--- config.mk ---
export PLATFORM = sky130hd
export DESIGN_NAME = banked_rob
export DESIGN_NICKNAME = d
export VERILOG_FILES = /design/src/rtl/banked_rob.sv
export SDC_FILE = /design/constraint.sdc
export NUM_CORES = 2
export LEC_CHECK = 0
export CORE_MARGIN = 10
export CORE_UTILIZATION = 52
export CTS_CLUSTER_DIAMETER = 200
export CTS_CLUSTER_SIZE = 8
export DETAILED_ROUTE_END_ITERATION = 8
export PLACE_DENSITY = 0.69
export SETUP_SLACK_MARGIN = 0.05
export SLEW_MARGIN = 25
export SYNTH_ARGS = -nofsm -noshare
export SYNTH_HDL_FRONTEND = slang
export SYNTH_SLANG_ARGS = --single-unit
export TNS_END_PERCENT = 5
--- constraint.sdc ---
create_clock -name clk -period 7.2 [get_ports clk]
set_input_delay 0.72 -clock clk [delete_from_list [all_inputs] [get_ports clk]]
set_output_delay 0.72 -clock clk [all_outputs]
set_load 0.02 [all_outputs]
--- src/rtl/banked_rob.sv ---
// banked_rob: multi-bank reorder buffer, one dispatch group per row.
// Rows allocate at head, retire in order from tail.
module banked_rob #(
    parameter int ROB_SIZE = 16,
    parameter int BANKS    = 2,
    parameter int WB_PORTS = 2,
    parameter int LK_PORTS = 4,
    parameter int PHYS_W   = 6,
    localparam int ROW_W   = $clog2(ROB_SIZE),
    localparam int BANK_W  = (BANKS > 1) ? $clog2(BANKS) : 1
) (
    input  logic                                clk,
    input  logic                                rst,
    input  logic                                flush,
    input  logic [BANKS-1:0]                    disp_en,
    input  logic [BANKS-1:0][PHYS_W-1:0]        disp_phys_rd,
    input  logic [BANKS-1:0][4:0]               disp_arch_rd,
    input  logic [BANKS-1:0][31:0]              disp_pc,
    input  logic [BANKS-1:0][31:0]              disp_instr,
    output logic                                disp_ready,
    output logic [ROW_W-1:0]                    disp_row,
    input  logic [WB_PORTS-1:0]                 wb_en,
    input  logic [WB_PORTS-1:0][ROW_W-1:0]      wb_row,
    input  logic [WB_PORTS-1:0][BANK_W-1:0]     wb_bank,
    input  logic [LK_PORTS-1:0][PHYS_W-1:0]     lk_phys,
    output logic [LK_PORTS-1:0]                 lk_ready,
    output logic [BANKS-1:0]                    commit_en,
    output logic [BANKS-1:0][PHYS_W-1:0]        commit_phys_rd,
    output logic [BANKS-1:0][4:0]               commit_arch_rd,
    output logic [BANKS-1:0][31:0]              commit_pc,
    output logic [BANKS-1:0][31:0]              commit_instr,
    output logic                                empty
);

    typedef struct packed {
        logic [PHYS_W-1:0] phys;
        logic [4:0]        arch;
        logic [31:0]       pc;
        logic [31:0]       instr;
    } payload_t;

    logic [BANKS-1:0] valid_q [ROB_SIZE];
    logic [BANKS-1:0] ready_q [ROB_SIZE];
    payload_t         pay_q   [ROB_SIZE][BANKS];

    logic [ROW_W-1:0] head;
    logic [ROW_W-1:0] tail;
    logic [ROW_W:0]   count;

    logic             disp_fire;
    logic             commit_fire;
    logic [BANKS-1:0] tail_v;
    logic [BANKS-1:0] tail_r;

    assign disp_ready = (count != (ROW_W+1)'(ROB_SIZE));
    assign disp_row   = head;
    assign empty      = (count == '0);

    assign tail_v = valid_q[tail];
    assign tail_r = ready_q[tail];

    assign disp_fire   = (|disp_en) && disp_ready && !flush;
    assign commit_fire = (count != '0) && (|tail_v)
                       && ((tail_v & ~tail_r) == '0) && !flush;

    always_ff @(posedge clk) begin
        if (rst || flush) begin
            for (int r = 0; r < ROB_SIZE; r++) begin
                valid_q[r] <= '0;
                ready_q[r] <= '0;
            end
            head      <= '0;
            tail      <= '0;
            count     <= '0;
            commit_en <= '0;
            if (rst) begin
                commit_phys_rd <= '0;
                commit_arch_rd <= '0;
                commit_pc      <= '0;
                commit_instr   <= '0;
            end
        end else begin
            if (disp_fire) begin
                valid_q[head] <= disp_en;
                ready_q[head] <= '0;
                for (int b = 0; b < BANKS; b++) begin
                    pay_q[head][b] <= '{disp_phys_rd[b], disp_arch_rd[b],
                                        disp_pc[b], disp_instr[b]};
                end
                head <= head + ROW_W'(1);
            end
            for (int p = 0; p < WB_PORTS; p++) begin
                if (wb_en[p] && int'(wb_bank[p]) < BANKS
                    && valid_q[wb_row[p]][wb_bank[p]]) begin
                    ready_q[wb_row[p]][wb_bank[p]] <= 1'b1;
                end
            end
            commit_en <= '0;
            if (commit_fire) begin
                commit_en <= tail_v;
                for (int b = 0; b < BANKS; b++) begin
                    commit_phys_rd[b] <= pay_q[tail][b].phys;
                    commit_arch_rd[b] <= pay_q[tail][b].arch;
                    commit_pc[b]      <= pay_q[tail][b].pc;
                    commit_instr[b]   <= pay_q[tail][b].instr;
                end
                valid_q[tail] <= '0;
                ready_q[tail] <= '0;
                tail <= tail + ROW_W'(1);
            end
            unique case (1'b1)
                disp_fire && !commit_fire: count <= count + (ROW_W+1)'(1);
                commit_fire && !disp_fire: count <= count - (ROW_W+1)'(1);
                default: ;
            endcase
        end
    end

    // Walk rows youngest-first, banks high-to-low; first valid match wins.
    always_comb begin
        logic [ROW_W-1:0] r;
        logic             found;
        logic             rdy;
        lk_ready = '1;
        r        = '0;
        found    = 1'b0;
        rdy      = 1'b1;
        for (int k = 0; k < LK_PORTS; k++) begin
            found = 1'b0;
            for (int j = 0; j < ROB_SIZE; j++) begin
                r = head - ROW_W'(j) - ROW_W'(1);
                if (!found && (ROW_W+1)'(j) < count) begin
                    for (int b = BANKS - 1; b >= 0; b--) begin
                        if (!found && valid_q[r][b]
                            && pay_q[r][b].phys == lk_phys[k]) begin
                            found = 1'b1;
                            rdy   = ready_q[r][b];
                            for (int p = 0; p < WB_PORTS; p++) begin
                                if (wb_en[p] && wb_row[p] == r
                                    && int'(wb_bank[p]) == b) begin
                                    rdy = 1'b1;
                                end
                            end
                            lk_ready[k] = rdy;
                        end
                    end
                end
            end
        end
    end

endmodule
Word level (Yosys, flattened, before mapping)
Memory sizes are Yosys's and may differ from the RTL's. A register that Yosys moved wholly into a read port is not among the register bits.
Cells that the tools add are included.
{"block": "word_totals", "out_inout_bits": 162, "in_bits": 191, "reg_bits": 165, "ramBits": 2464, "mem_count": 3, "elab_cells": 1360}
{"block": "op_classes", "n_reduce_logical": 562, "bitwise_logic": 5, "magnitude_cmp": 20, "muxes": 562, "n_addsub": 34, "eq_ne": 162}
{"name": "pay_q", "depth": 16, "width": 150, "read_ports": 17, "rd_clocked_by_memory_dff": 1, "write_ports": 1, "line_no": "44", "source": "payload_t pay_q [ROB_SIZE][BANKS];"}
{"name": "ready_q", "depth": 16, "width": 2, "read_ports": 17, "rd_clocked_by_memory_dff": 1, "write_ports": 16, "line_no": "43", "source": "logic [BANKS-1:0] ready_q [ROB_SIZE];"}
{"name": "valid_q", "depth": 16, "width": 2, "read_ports": 19, "rd_clocked_by_memory_dff": 1, "write_ports": 16, "line_no": "42", "source": "logic [BANKS-1:0] valid_q [ROB_SIZE];"}
{"operator": "== test 6 bit", "n": 128}
{"operator": "2-to-1 mux 1 bit", "n": 526}
{"operator": "logical AND 1 bit", "n": 419}
{"operator": "2-to-1 mux 64 bit", "n": 5}
{"operator": "== test 4 bit", "n": 32}
{"operator": "zero test 1 bit", "n": 127}
{"operator": "subtractor 4 x 1 -> 4 bit, second input constant", "n": 16}
{"operator": "2-to-1 mux 4 bit", "n": 12}
{"operator": "< comparator 4 x 5 -> 1 bit, first input constant", "n": 8}
{"operator": "2-to-1 mux 12 bit", "n": 3}
{"operator": "subtractor 4 bit, second input constant", "n": 8}
{"operator": "2-to-1 mux 10 bit", "n": 3}
{"operator": "< comparator 3 x 5 -> 1 bit, first input constant", "n": 4}
{"operator": "2-to-1 mux 2 bit", "n": 10}
{"operator": "OR reduction 2 bit", "n": 9}
{"operator": "subtractor 4 x 3 -> 4 bit, second input constant", "n": 4}
{"operator": "< comparator 1 x 5 -> 1 bit, first input constant", "n": 2}
{"operator": "< comparator 2 x 5 -> 1 bit, first input constant", "n": 2}
{"operator": "case mux 5 bit (2 select lines)", "n": 1}
{"operator": "adder 4 x 1 -> 4 bit, second input constant", "n": 2}
{"operator": "subtractor 4 x 2 -> 4 bit, second input constant", "n": 2}
{"operator": "adder 5 x 1 -> 5 bit, second input constant", "n": 1}
{"operator": "zero test 5 bit", "n": 1}
{"operator": "!= test 5 bit, second input constant", "n": 1}
{"operator": "other kinds (13)", "n": 19}

Logic depth before layout (Yosys ltp)
An unclocked memory read counts as a cell.
{"block": "logic_depth", "ltp_word": 161, "ltp_mapped": 25, "ltp_nobuf": 14}

Worst setup path before layout
OpenSTA, ideal clock, no wires.
{"block": "synth_timing", "kind": "register to output", "start": "register head[2] (netlist: disp_row[2])", "end": "output port lk_ready[0]", "t_required_ns": 6.480, "setup_slack_ns": 0.879, "arrival_ns": 5.601, "stages_incl_launch_ff": 22, "path_cell_list": "dfxtp_1 -> buf_6 -> buf_2 -> inv_1 -> buf_2 -> buf_2 -> buf_2 -> buf_2 -> ha_1 -> buf_2 -> clkbuf_1 -> mux4_2 -> mux2_2 -> xnor2_1 -> nor4b_1 -> or4b_1 -> a21o_1 -> o21ai_0 -> o221ai_1 -> a41oi_1 -> o21ai_1 -> a32oi_1"}
{"block": "synth_via", "elab_chain_cells": 161, "word_cells_on_any_way": 476, "classes_between": "add/sub: 30; eq/ne: 64; mux: 174; reduce/logical: 205; memory: 3"}
{"element": "from (decl)", "line_no": "46", "source": "logic [ROW_W-1:0] head;"}
{"element": "from (signal assigned)", "line_no": "90", "source": "head <= head + ROW_W'(1);"}
{"element": "subtractor 4 x 1 -> 4 bit", "line_no": "131", "source": "r = head - ROW_W'(j) - ROW_W'(1);"}
{"element": "memory (16 x 150 bit)"}
{"element": "== test 6 bit", "line_no": "135", "source": "&& pay_q[r][b].phys == lk_phys[k]) begin"}
{"element": "logical AND 1 bit", "line_no": "135"}
{"element": "2-to-1 mux 1 bit", "line_no": "134", "source": "if (!found && valid_q[r][b]"}
{"element": "2-to-1 mux 1 bit", "line_no": "132", "source": "if (!found && (ROW_W+1)'(j) < count) begin"}
{"element": "zero test 1 bit", "line_no": "134"}
{"element": "logical AND 1 bit", "line_no": "134"}
{"element": "[... 145 more ...]"}
{"element": "logical AND 1 bit", "line_no": "135"}
{"element": "2-to-1 mux 1 bit", "line_no": "134"}
{"element": "2-to-1 mux 1 bit", "line_no": "132"}
{"element": "zero test 1 bit", "line_no": "134"}
{"element": "logical AND 1 bit", "line_no": "134"}
{"element": "logical AND 1 bit", "line_no": "135"}
{"element": "2-to-1 mux 1 bit", "line_no": "134"}
{"element": "2-to-1 mux 1 bit *", "line_no": "132"}
{"element": "to (decl)", "line_no": "26", "source": "output logic [LK_PORTS-1:0] lk_ready,"}
Mark *: on every way between the ends. The rest lies on a longest branch, timed or not. The select of a mux whose other input is x is not followed.

Worst setup path after layout
{"block": "layout_timing", "start": "register head[2] (netlist: disp_row[2])", "end": "output port lk_ready[2]"}
Same word-level chain as after synthesis.

==> out/results.tsv <==
metric	value	unit
Die ar.	0.271	mm^2
final core utilization	60.3	%
Crit-path slowest cell	mux4_2	
post-route total power	34.5	mW
per-cell routed wire length	37.5	um
Area Growth Syn to Fin	15.2	%
number of global-route vias before repair	78271	
crit end category	output pin	
Final ANT Viol Nets	0	
Yosys cell types	98	
Worst Skew	0.109	ns
Ports	353	
final hold slack	0.554	ns
number of buffers created by CTS	379	
pwr dens	230	mW/mm^2
Clock transition at path regs	0.08	ns
R2R setup slack	2.49	ns
global-route usage over all layers	30.6	%
Syn Inst Count	7205	
CP peak stage delay	0.67	ns
DIE WIDTH	520	um
Starting Density	52.3	%
root buf cell	clkbuf_16	
CTS Hold Bufs	0	
reg2reg end	commit_instr[2]$_SDFFCE_PP0P_	
nets	8044	
leading area contributor after synthesis	edfxtp_1	
Worst Hold Launch	ready_q[15][1]$_SDFF_PP0_	
EDFF count, synth	2550	
final setup fails	0	
CP required	6.48	ns
Most used DFF post-synth	edfxtp_1	
initial antenna violation count	47	
first drt pass iteration count	8	
Seq/Total Area, Yosys	60.2	%
Post-synth ARST share	0	%
largest cells by area after synthesis	edfxtp_1 59%, mux4_2 22%, xnor2_1 3.8%, mux2i_1 2.8%, xor2_1 1.7%	
cells along the critical path	buf_16 > ha_1 > a21oi_2 > xnor2_4 > buf_4 > mux4_2 > xnor2_1 > nand4_1 > nor4_2 > buf_4 > mux2i_1 > nor2_1 > nor4_1 > o21ai_0 > a31oi_1 > o32ai_1 > buf_4 > clkdlybuf4s50_1	
post-synth net total	7418	
Commonest cells post-synth	2550 x edfxtp_1, 1285 x mux4_2, 560 x xnor2_1, 368 x mux2i_1, 256 x xor2_1	
CP Launch Type	register	
largest net degree at the start of global routing	149	
Clock Path Buffers	4	
Final Hold Fails	0	
crit share post-route	100	%
most frequent cell after synthesis	edfxtp_1	
YS warnings	0	
worst-path fanout max	101	
Crit Path Class	register to output pin	
final max-slew violation count	0	
leakage power	45.7	nW
HP Class	register to register	
RSZ-0062 raised after global routing	yes	
syn avg cell area	18.1	um^2
TritonCTS clock tree	done	
Vert. Die Dim	520	um
hold depth	2	
final WL	420000	um
# rows	183	
max-cap violations	0	
worst-margin pin slew	1.26	ns
cell area after synthesis	0.130	mm^2
DR iter-0 viols	10633	
Worst slew margin	16.1	%
DRC	0	
Reg2Reg Depth	8	
grt total ovfl	0	
Worst EP arrival	6.48	ns
Max VDD drop	233	uV
final HPWL from detailed placement	265000	um
Fin Setup TNS	0	ns
Hold Path Sink	ready_q[15][1]$_SDFF_PP0_	
gp weighted congestion	1.04	
IO buf count	352	
Vias	78372	
outcome	completed	
Tmin final	7.20	ns
Clock Sinks	2633	
most used cell, CP	buf_4	
#FFs+latches synth	2633	
CORE AREA	0.249	mm^2
ratio of cells with drive above 1 in the final layout	28.4	%
Max Fclk	139	MHz
CTS H-tree depth	5	
vias per cell	6.99	
post-synth top area share	58.9	%
global-route wire length before repair	600000	um
clk_lat worst skew	0.98	ns
[final cells by class]
cell class / count / area (um^2)
Fill cell: 17877 / 98800
Sequential cell: 2633 / 78300
Multi-Input combinational cell: 4015 / 49500
Clock buffer: 397 / 9590
Timing Repair Buffer: 752 / 7800
Tap cell: 3330 / 4170
Inverter: 50 / 310
Clock inverter: 16 / 186
Antenna cell: 19 / 47.5
[power by group]
group / internal (mW) / total [mW] / leakage, nW / switching, mW
clock: 9.24 / 15.2 / 4.80 / 5.91
combinational: 0.916 / 2.31 / 17.0 / 1.39
sequential: 16.9 / 17.0 / 23.8 / 0.0499
[metal layers]
metal  GRT usage [%]  up-vias  wire, um
met5               0        -       375
met4            13.5       54     22000
met3            7.12      977     43000
met2            46.5     5178    194000
met1            42.6    41240    161000
li1                -    30923         -
[worst max-delay path, delay by kind of cell, from the launching register on]
family / cells / cell delay [ns]
buffers and inverters: 5 / 1.71
AND/OR/NAND/NOR: 4 / 0.90
multiplexers: 2 / 0.85
XOR/XNOR: 2 / 0.74
AO/OA/AOI/OAI: 4 / 0.66
flip-flops: 1 / 0.39
adder cells (fa/ha/maj): 1 / 0.29
[placed cells by master (no fill, tap or decap), types with 53 or more instances in the layout]
| cell type | n |
|---|---|
| edfxtp_1 | 2550 |
| mux4_2 | 1285 |
| xnor2_1 | 557 |
| clkbuf_16 | 381 |
| mux2i_1 | 358 |
| clkdlybuf4s50_1 | 331 |
| buf_4 | 300 |
| xor2_1 | 255 |
| nand2_1 | 205 |
| and2_1 | 169 |
| nand3_1 | 136 |
| nor2_1 | 132 |
| a21oi_1 | 122 |
| nand4_1 | 122 |
| nor4_1 | 90 |
| buf_12 | 89 |
| dfxtp_1 | 75 |
| o21ai_0 | 66 |
| nor3_1 | 53 |
[kinds of logic (layout without fill, tap and decap cells)]
group | after synthesis | in the layout | synth area share [%]
compound gates | 421 | 421 | 2.21
xor+xnor | 828 | 828 | 5.68
fa+ha+maj | 22 | 22 | 0.212
buf+inv | 557 | 1215 | 2.00
flops | 2633 | 2633 | 60.2
mux | 1687 | 1687 | 25.4
other cells | 0 | 19 | 0
simple gates | 1057 | 1057 | 4.37
[worst max-delay path by stage]
stage / slack, ns / end / start / cells after the start
final: 0.0009 / lk_ready[2] / disp_row[2]$_SDFFE_PP0P_ / 18
after global routing: -0.15 / lk_ready[2] / disp_row[2]$_SDFFE_PP0P_ / 17
after CTS: 0.007 / lk_ready[2] / disp_row[2]$_SDFFE_PP0P_ / 18
after detailed placement: 0.32 / lk_ready[1] / disp_row[1]$_SDFFE_PP0P_ / 18
after global placement: 0.35 / lk_ready[1] / disp_row[1]$_SDFFE_PP0P_ / 18
after floorplan: 0.88 / lk_ready[0] / disp_row[2]$_SDFFE_PP0P_ / 21
[flip-flops by register name (all words and copies together) (netlist names), named ones only]
signal          flops
commit_phys_rd     12
pay_q            2400
count               5
ready_q            32
commit_en           2
valid_q            32
commit_instr       64
disp_row            4
commit_pc          64
commit_arch_rd     10
tail                4
[stage by stage]
step / instances / cell area, um^2 / worst slack, ns
2_1_floorplan: 7205 / 130000 / 0.879
4_1_cts: 11188 / 150000 / 0.00673
6_report: 11212 / 150000 / 0.000909
3_5_place_dp: 10760 / 140000 / 0.318
3_3_place_gp: 10760 / 140000 / 0.346
5_1_grt: 11203 / 150000 / -0.148
[repair_timing]
action,in CTS,in global routing
gates resized for setup,11,17
buffers inserted,12,3
gates cloned,3,0
hold endpoints to repair,0,0
setup endpoints to repair,3,3
pin swaps,5,3
Power figures use the tool's default switching activity.
